`config.mk`:
```
export PLATFORM = sky130hd
export DESIGN_NAME = dp3_cell_sched
export DESIGN_NICKNAME = d
export VERILOG_FILES = /design/src/rtl/dp3_cell_sched.sv
export SDC_FILE = /design/constraint.sdc
export NUM_CORES = 1
export LEC_CHECK = 0
export ABC_AREA = 1
export ABC_CLOCK_PERIOD_IN_PS = 3100
export CORE_ASPECT_RATIO = 1.75
export CORE_MARGIN = 5
export CORE_UTILIZATION = 41
export DETAILED_ROUTE_END_ITERATION = 10
export GPL_TIMING_DRIVEN = 0
export PLACE_DENSITY = 0.66
export SETUP_SLACK_MARGIN = 0.4
export SYNTH_ARGS = -nofsm -noshare
export SYNTH_HDL_FRONTEND = slang
export SYNTH_SLANG_ARGS = --single-unit
```
`constraint.sdc`:
```
create_clock -name clk -period 3.1 [get_ports clk]
set_clock_uncertainty 0.15 [all_clocks]
set_input_delay 0.31 -clock clk [delete_from_list [all_inputs] [get_ports clk]]
set_output_delay 0.31 -clock clk [all_outputs]
set_load 0.1 [all_outputs]
```
`src/rtl/dp3_cell_sched.sv`:
```
// Sequencer for the three-sequence affine-gap DP engine: walks the (i,j,k) lattice
// one cell at a time, waits for each writeback, and latches the corner score.
module dp3_cell_sched #(
  parameter int AW     = 8,
  parameter int MAXLEN = 200,
  parameter int SW     = 12
) (
  input  logic                 clk,
  input  logic                 rst,
  input  logic                 start,
  input  logic                 abort,
  input  logic [AW-1:0]        len_a,
  input  logic [AW-1:0]        len_b,
  input  logic [AW-1:0]        len_c,
  output logic                 cell_valid,
  input  logic                 cell_ready,
  output logic [AW-1:0]        cell_i,
  output logic [AW-1:0]        cell_j,
  output logic [AW-1:0]        cell_k,
  output logic                 cell_boundary,
  input  logic                 wb_valid,
  input  logic signed [SW-1:0] wb_score,
  output logic                 busy,
  output logic                 done,
  output logic signed [SW-1:0] final_score,
  output logic [3*AW+1:0]      cell_count,
  output logic                 err_len,
  output logic                 err_proto
);

  localparam logic [AW-1:0] MAXL = AW'(MAXLEN);

  typedef enum logic [1:0] {IDLE, ISSUE, WAIT_WB, DONE} state_t;
  state_t state;

  logic [AW-1:0] la, lb, lc;
  logic [AW-1:0] ni, nj, nk;
  logic          len_bad, k_wrap, j_wrap, last_cell;

  always_comb begin
    len_bad   = (len_a == '0) || (len_b == '0) || (len_c == '0) ||
                (len_a > MAXL) || (len_b > MAXL) || (len_c > MAXL);
    k_wrap    = (cell_k == lc);
    j_wrap    = (cell_j == lb);
    last_cell = (cell_i == la) && j_wrap && k_wrap;
    // raster order, k innermost
    nk = k_wrap ? '0 : cell_k + 1'b1;
    nj = k_wrap ? (j_wrap ? '0 : cell_j + 1'b1) : cell_j;
    ni = (k_wrap && j_wrap) ? cell_i + 1'b1 : cell_i;
  end

  always_ff @(posedge clk) begin
    if (rst) begin
      state         <= IDLE;
      cell_valid    <= 1'b0;
      busy          <= 1'b0;
      done          <= 1'b0;
      err_len       <= 1'b0;
      err_proto     <= 1'b0;
      cell_boundary <= 1'b0;
      final_score   <= '0;
      cell_count    <= '0;
      cell_i        <= '0;
      cell_j        <= '0;
      cell_k        <= '0;
      la            <= '0;
      lb            <= '0;
      lc            <= '0;
    end else begin
      done    <= 1'b0;
      err_len <= 1'b0;
      case (state)
        IDLE: begin
          if (wb_valid) err_proto <= 1'b1;
          if (start) begin
            if (len_bad) begin
              err_len <= 1'b1;
            end else begin
              la            <= len_a;
              lb            <= len_b;
              lc            <= len_c;
              cell_count    <= '0;
              err_proto     <= 1'b0;
              cell_i        <= '0;
              cell_j        <= '0;
              cell_k        <= '0;
              cell_boundary <= 1'b1;
              cell_valid    <= 1'b1;
              busy          <= 1'b1;
              state         <= ISSUE;
            end
          end
        end
        ISSUE: begin
          if (abort) begin
            cell_valid <= 1'b0;
            busy       <= 1'b0;
            state      <= IDLE;
          end else begin
            if (wb_valid) err_proto <= 1'b1;
            if (cell_ready) begin
              cell_valid <= 1'b0;
              state      <= WAIT_WB;
            end
          end
        end
        WAIT_WB: begin
          if (abort) begin
            busy  <= 1'b0;
            state <= IDLE;
          end else if (wb_valid) begin
            cell_count <= cell_count + 1'b1;
            if (last_cell) begin
              final_score <= wb_score;
              done        <= 1'b1;
              busy        <= 1'b0;
              state       <= DONE;
            end else begin
              cell_i        <= ni;
              cell_j        <= nj;
              cell_k        <= nk;
              cell_boundary <= (ni == '0) || (nj == '0) || (nk == '0);
              cell_valid    <= 1'b1;
              state         <= ISSUE;
            end
          end
        end
        DONE: begin
          if (wb_valid) err_proto <= 1'b1;
          state <= IDLE;
        end
        default: state <= IDLE;
      endcase
    end
  end

endmodule

```
* Word-level counts from Yosys, hierarchy flattened
Cells that the tools add are included.
Word-level totals: input port bits 42, flip-flop bits (word level) 94
Operators by class: $add $sub $neg 4, equality and inequality tests 16, reduce and logical (&&, ||, !) cells 30, bitwise gates (word level) 6, order comparisons 3, multiplexer cells 55
Operators by type and width (number):
- $mux W8 | 15
- $mux W26 | 4
- $pmux W26 S2 | 1
- $logic_not A8 Y1 | 6
- $pmux W8 S2 | 3
- $add A26 B1 Y26 const B | 1
- $add A8 B1 Y8 const B | 3
- $eq A8 B8 Y1 | 3
- $gt A8 B8 Y1 const B | 3
- $mux W1 | 20
- $mux W2 | 7
- $ne A2 B2 Y1 const B | 7
- $reduce_and A6 Y1 | 2
- $ne A3 B3 Y1 const B | 3
- $pmux W1 S3 | 3
- $pmux W2 S4 | 1
- $reduce_and A4 Y1 | 2
- $logic_or A1 B1 Y1 | 7
- $reduce_and A7 Y1 | 1
- $not A1 Y1 | 6
- $reduce_bool A3 Y1 | 2
- $reduce_and A5 Y1 | 1
- $eq A2 B2 Y1 const B | 2
- $reduce_or A4 Y1 | 1
- other kinds (8) | 10

* Logic depth before layout (Yosys ltp)
Gate-level depths: netlist of the first run.
depth in word-level cells 10, mapped depth 15, gate-level depth less buffers 15

* Least setup slack after synthesis of the first run
No wires, ideal clock.
path type register to register, start register cell_count[0], end register cell_count[19], stages on the path, launching flop included 12, slack 0.359 ns, arrival time 2.473 ns, setup time 0.118 ns, path buffers 0, cells stage by stage dfxtp_1 inv_1 nor3_1 nand2_1 nor2_1 nand3_1 nor2_1 nand3_1 nor2_1 nand2_1 o21ai_1 nor2_1
On the way: cells in the longest elaborated chain, start to end 4
Ends and longest elaborated chain:
- start: declaration | line 26 | output logic [3*AW+1:0] cell_count,
- start signal: assignment | line 112 | cell_count <= cell_count + 1'b1;
- $add A26 B1 Y26 | line 112
- $mux W26 | line 111 | end else if (wb_valid) begin
- $mux W26 | line 108 | if (abort) begin
- $pmux W26 S2 | line 72 | case (state)
No other way between the ends. The select of a mux whose other input is x is not followed. A chain may end at the register's enable or synchronous reset.

* Final worst setup path of the first run
start input port len_a[0], end register lb[2]
On the way: cells in the longest elaborated chain, start to end 8
Ends and longest elaborated chain:
- start: declaration | line 12 | input logic [AW-1:0] len_a,
- parallel branches: the longest is 3 deep, another holds $gt A8 B8 Y1
- $logic_or A1 B1 Y1 * | line 41 | len_bad = (len_a == '0) || (len_b == '0) || (len_c == '0) ||
- $logic_or A1 B1 Y1 * (2 in a row) | line 42 | (len_a > MAXL) || (len_b > MAXL) || (len_c > MAXL);
- $not A1 Y1 (no line) *
- $reduce_and A3 Y1 (no line) *
- end signal: assignment | line 80 | lb <= len_b;
- end: declaration | line 36 | logic [AW-1:0] la, lb, lc;
Every way passes the cells marked *.

==> impl_metrics.ini, run 1 <==
[finish]
seq_area_mm2 = 0.00188
n_fill_cell = 1340
area_growth_pct = 30.9
multi_input_area_mm2 = 0.00291
nets = 979
layout-drive-gt1-share = 0.0847
fin_util = 0.544
final_area_mm2 = 0.00700
n_antenna_cell = 0

[global_routing]
grt_usage = 0.222
grt_max_degree = 16
antenna_found_initial = 0
grt_pass1_wl_um = 27000
overflow = 0
first_global_vias = 5437

[route]
route.final.wire_length_um = 16800
vias = 5599
drc = 0
routed_via_density = 5.07
dr.pass1.iters = 5
drt.antenna.violating_nets = 0
routedWlPerCell_um = 15.2
drtIter0Drc = 241

[floorplan]
fp.dieArea_mm2 = 0.0155
fp.dieH_um = 161
start_util = 0.415
coreArea_mm2 = 0.0129
row_count = 55
die_x_um = 96.3
io-pin-count = 110

[clock_tree]
ctsHoldBuffers = 0
cts_made_buffers = 9
clk_pin_slew_ps = 70
clock_latency_ps = 340
cts_tree = built
root_buffer = clkbuf_16
clockBufferDepth = 2
cts_sinks = 94
htree_levels = 3

[worst_hold_path]
hold_depth = 2
holdCritPathClass = reg2reg
min_to = final_score[4]
hp-start = final_score[4]

[sta]
fmax_ghz = 0.392
rsz0062_at_grt = false
tns_ps = 0
worstMarginPinSlew_ps = 1020
finalSetupViolCount = 0
slew_headroom = 0.317
hold_viol_final = 0
slew_viol_final = 0
min_period_ps = 2550
setup_ws_ps = 552
timing.final.crit_share = 0.822

[synthesis]
async_flop_share = 0
post-synth-top-count-cell = nand2_1
syn_area_mm2 = 0.00535
yosys.area.top_type_share = 0.352
synth_top_cells_by_area = dfxtp_1 35%, nand2_1 12%, nor2_1 7.1%, inv_1 6.6%, a21oi_1 6.1%
synth_flop_cell = dfxtp_1
syn_nets = 858
synth-edff-count = 0
yosysSeqAreaShare = 0.352
synth_cells = 807
synth_seq_cells = 94
yosys_warnings = 0
netlist-cell-type-count = 46
syn_area_per_cell_um2 = 6.63
netlist_top_cells_count = 174 x nand2_1, 101 x nor2_1, 94 x dfxtp_1, 94 x inv_1, 65 x a21oi_1
yosys.area.top_type = dfxtp_1

[worst_setup_path]
path_cells = clkdlybuf4s50_1, nor2_1, nand2_1, nor2_1, nand2_1, o21ai_0, nor2_1, nand2_1, inv_1, nand3_1, buf_2, clkbuf_1, a21oi_1
worst-path-buf-inv = 4
end_kind = register
crit_cells = 13
r2r_cells = 11
crit_required_ps = 3160
ff2ff_setup_slack_ps = 660
crit_path_max_fanout = 10
r2r_end = cell_count[9]
arrival_ps = 2610
regToRegStartpoint = state[0]
cp_slowest_cell = clkbuf_1
cp-start-kind = primary input
setup.worst_path.class = in2reg
crit_path_max_incr_delay_ps = 470
cp_top_family = buffers and inverters

[power_and_ir_drop]
power_density_mw_per_mm2 = 547
total_power_mw = 3.83
peakVddDrop_uv = 338
power.share.clock = 0.312
intPower_mw = 2.36
p_leak_nw = 2.71
pwr-share-comb = 0.327
pwr-share-seq = 0.361
switching_share = 0.384
switchingPower_mw = 1.47

[place]
post-dp-hpwl_um = 13200
pre_cts_ws_ps = 81.4
gp_congestion = 0.950
placed_area_mm2 = 0.00665
port_buffers = 109

[run]
cap_violations = 0

[outcome]
status = complete, no violations
## metrics by stage
step / cells / hold slack [ps]
after floorplan: 807 / 233
after global placement: 1087 / 283
after detailed placement: 1087 / 292
after CTS: 1103 / 303
after global routing: 1104 / 320
final: 1104 / 300
## how the worst max path moves through the flow
stage                  start             end  slack (ps)
5_1_grt             len_c[4]   cell_count[9]         410
2_1_floorplan  cell_count[6]  cell_count[19]         410
3_3_place_gp        len_a[7]  cell_count[25]         120
6_report            len_a[0]           lb[2]         550
4_1_cts             len_a[5]           la[7]         450
3_5_place_dp        len_a[5]           la[7]          80
## routing by layer
metal,vias up,global-route usage,wire [µm]
li1,2840,-,-
met1,2589,0.230,6210
met2,132,0.433,9530
met3,38,0.0326,556
met4,0,0.0760,530
met5,-,0,0
## area by class of cell
cell class,instances,share of cell area
Multi-Input combinational cell,574,0.416
Clock buffer,10,0.0327
Buffer,30,0.0238
Inverter,109,0.0586
Clock inverter,6,0.0123
Timing Repair Buffer,110,0.157
Sequential cell,94,0.269
Tap cell,171,0.0306
## power groups by stage
stage	clock (mW)	combinational (mW)	sequential [mW]
6_report	1.20	1.25	1.38
5_1_grt	1.27	1.36	1.39
4_1_cts	1.22	1.25	1.38
3_5_place_dp	0	1.24	1.41
3_3_place_gp	0	1.23	1.41
2_1_floorplan	0	0.574	1.71
## tightest hold or removal path: stages (launching register included)
cell,delay (ps)
dfxtp_1,310
inv_1,50
a21oi_1,50
## flip-flops by register name, summed over array words and instances (netlist names), 2 cells and up
register and count:
cell_count 26, final_score 12, cell_i 8, cell_j 8
cell_k 8, la 8, lb 8, lc 8
state 2
## logic make-up after synthesis
logic type,share of synthesized area
flops,0.352
xor+xnor,0.0360
buf+inv,0.107
compound gates,0.168
fa+ha+maj,0.0211
simple gates,0.315
## cells in the final DEF (no fill, tap or decap), drive strengths merged, types with 3 or more instances in the layout
cell type	instances
xor2	12
inv	107
clkdlybuf4s50	109
clkinv	5
xnor2	10
a211oi	7
nand4	10
nor2	107
buf	13
clkbuf	28
dfxtp	94
a21oi	73
nor3	19
nand3	57
o21ai	70
nand2	178
ha	9
nor4	3
## timing repair
action,CTS,global route
buffers inserted,0,1
setup endpoints to repair,0,55
resized for setup,0,6
endpoints found under the hold margin,0,0
Power figures use the tool's default switching activity.
==> run 2, diff against run 1 <==
ABC_CLOCK_PERIOD_IN_PS = 2500   (was 3100)
clock period = 2.5 ns   (was 3.1 ns; I/O delays follow)
==> run 2 against run 1 <==
  * Cell count increased by 3.5%
  * Critical path depth shrank 11
  * First-iteration DRC count shrank 8.3%
  * Highest routed layer unchanged
  * Largest cell class unchanged
  * Register-to-register slack worse by 260 ps
  * Die area unchanged
  * Cell area is 13% higher
  * Largest power group is now combinational cells
==> impl_metrics.ini, run 2 (synthesis results as in run 1) <==
[clock_tree]
ctsHoldBuffers = 0
cts_sinks = 94
htree_levels = 3
clockBufferDepth = 2
cts_tree = built
root_buffer = clkbuf_16
clock_latency_ps = 350
cts_made_buffers = 9
clk_pin_slew_ps = 70

[sta]
hold_viol_final = 0
min_period_ps = 2120
setup_ws_ps = 384
fmax_ghz = 0.473
timing.final.crit_share = 0.846
rsz0062_at_grt = true
worstMarginPinSlew_ps = 1030
slew_headroom = 0.314
slew_viol_final = 0
finalSetupViolCount = 0

[worst_setup_path]
regToRegStartpoint = cell_k[5]
critPathCapture = cell_j[3]
arrival_ps = 1720
crit_path_max_fanout = 6
r2r_end = cell_boundary
cp-start-kind = register
r2r_cells = 16
end_kind = output port
crit_path_max_incr_delay_ps = 850
path_cells = buf_4, dlygate4sd2_1
setup.worst_path.class = reg2out
startpoint = cell_j[3]
ff2ff_setup_slack_ps = 400
crit_required_ps = 2100
cp_slowest_cell = dlygate4sd2_1

[finish]
nets = 1017
layout-drive-gt1-share = 0.263
area_growth_pct = 48.0
largest_reg_flops = 26
seq_area_mm2 = 0.00202
biggestRegsByFlops = cell_count x26, final_score x12
multi_input_area_mm2 = 0.00328
fin_util = 0.615
mostFrequentLayoutCells = 159 x nand2_1, 85 x inv_1, 82 x nor2_1
final_common_cell = nand2_1
n_fill_cell = 1234
largest-register = cell_count

[global_routing]
first_global_vias = 5544
grt_max_degree = 17
antenna_found_initial = 1
grt_pass1_wl_um = 27400
overflow = 0
grt_usage = 0.227

[route]
drtIter0Drc = 221
dr.pass1.iters = 6
vias = 5937
drt.antenna.violating_nets = 0
routed_via_density = 5.19
drc = 0
route.final.wire_length_um = 18200
routedWlPerCell_um = 15.9

[power_and_ir_drop]
peakVddDrop_uv = 408
power_density_mw_per_mm2 = 646
p_leak_nw = 3.56

[place]
post-dp-hpwl_um = 13100
gp_congestion = 0.902
port_buffers = 109
pre_cts_ws_ps = -323

[floorplan]
coreArea_mm2 = 0.0129
start_util = 0.415
fp.dieH_um = 161
row_count = 55
die_x_um = 96.3
io-pin-count = 110
fp.dieArea_mm2 = 0.0155

[outcome]
status = complete, no violations

[worst_hold_path]
holdCritPathClass = in2reg

[run]
cap_violations = 0
==> run 2: critical path, delay by kind of cell (launching register included) <==
family / cells / cell delay, ps
buffers and inverters: 2 / 980
DFF: 1 / 390
==> run 2: layer usage <==
metal / track usage / vias up / routed length, µm
met3: 0.0331 / 64 / 776
met2: 0.431 / 204 / 10100
met4: 0.112 / 0 / 887
met5: 0 / - / 0
met1: 0.231 / 2745 / 6370
li1: - / 2924 / -
==> run 2: area by class of cell <==
class                      count  area share
antenna                        1    0.000316
buffer                        30      0.0291
clock buffer                  14      0.0402
clock inverter                 2     0.00190
inverter                     109      0.0539
multi-input combinational    576       0.414
sequential                    94       0.255
tap                          171      0.0270
timing repair buffer         146       0.178
==> run 2: report_power, final <==
group	switching, mW	internal (mW)
combinational	1.27	0.622
clock	0.618	0.890
sequential	0.110	1.60
total	2.00	3.11
==> run 2: worst min-delay path by stage <==
stage | slack [ps] | depth (start not counted) | to | startpoint
after CTS | 240 | 3 | la[4] | len_a[4]
final | 80 | 3 | la[2] | len_a[2]
after global routing | 110 | 3 | la[2] | len_a[2]
after global placement | 280 | 2 | final_score[1] | final_score[1]
after floorplan | 160 | 1 | cell_j[4] | rst
after detailed placement | 290 | 2 | final_score[1] | final_score[1]
==> run 2: metrics by stage <==
| stage | TNS, ps | std cells | hold slack, ps | cell area (µm²) | total power, mW |
|---|---|---|---|---|---|
| 6_report | 0 | 1143 | 81.7 | 7910 | 5.11 |
| 5_1_grt | 0 | 1143 | 112 | 7910 | 5.32 |
| 4_1_cts | 0 | 1124 | 242 | 7440 | 4.93 |
| 3_5_place_dp | -13380 | 1087 | 290 | 6800 | 3.30 |
| 3_3_place_gp | -11570 | 1087 | 282 | 6800 | 3.29 |
| 2_1_floorplan | 0 | 807 | 164 | 5500 | 2.84 |
==> run 2: timing repair <==
action / 4_1_cts / 5_1_grt
gates resized for setup: 140 / 122
setup buffers: 16 / 18
pin swaps: 16 / 48
endpoints found under the setup margin: 157 / 92
endpoints found under the hold margin: 0 / 0
cloned: 5 / 0
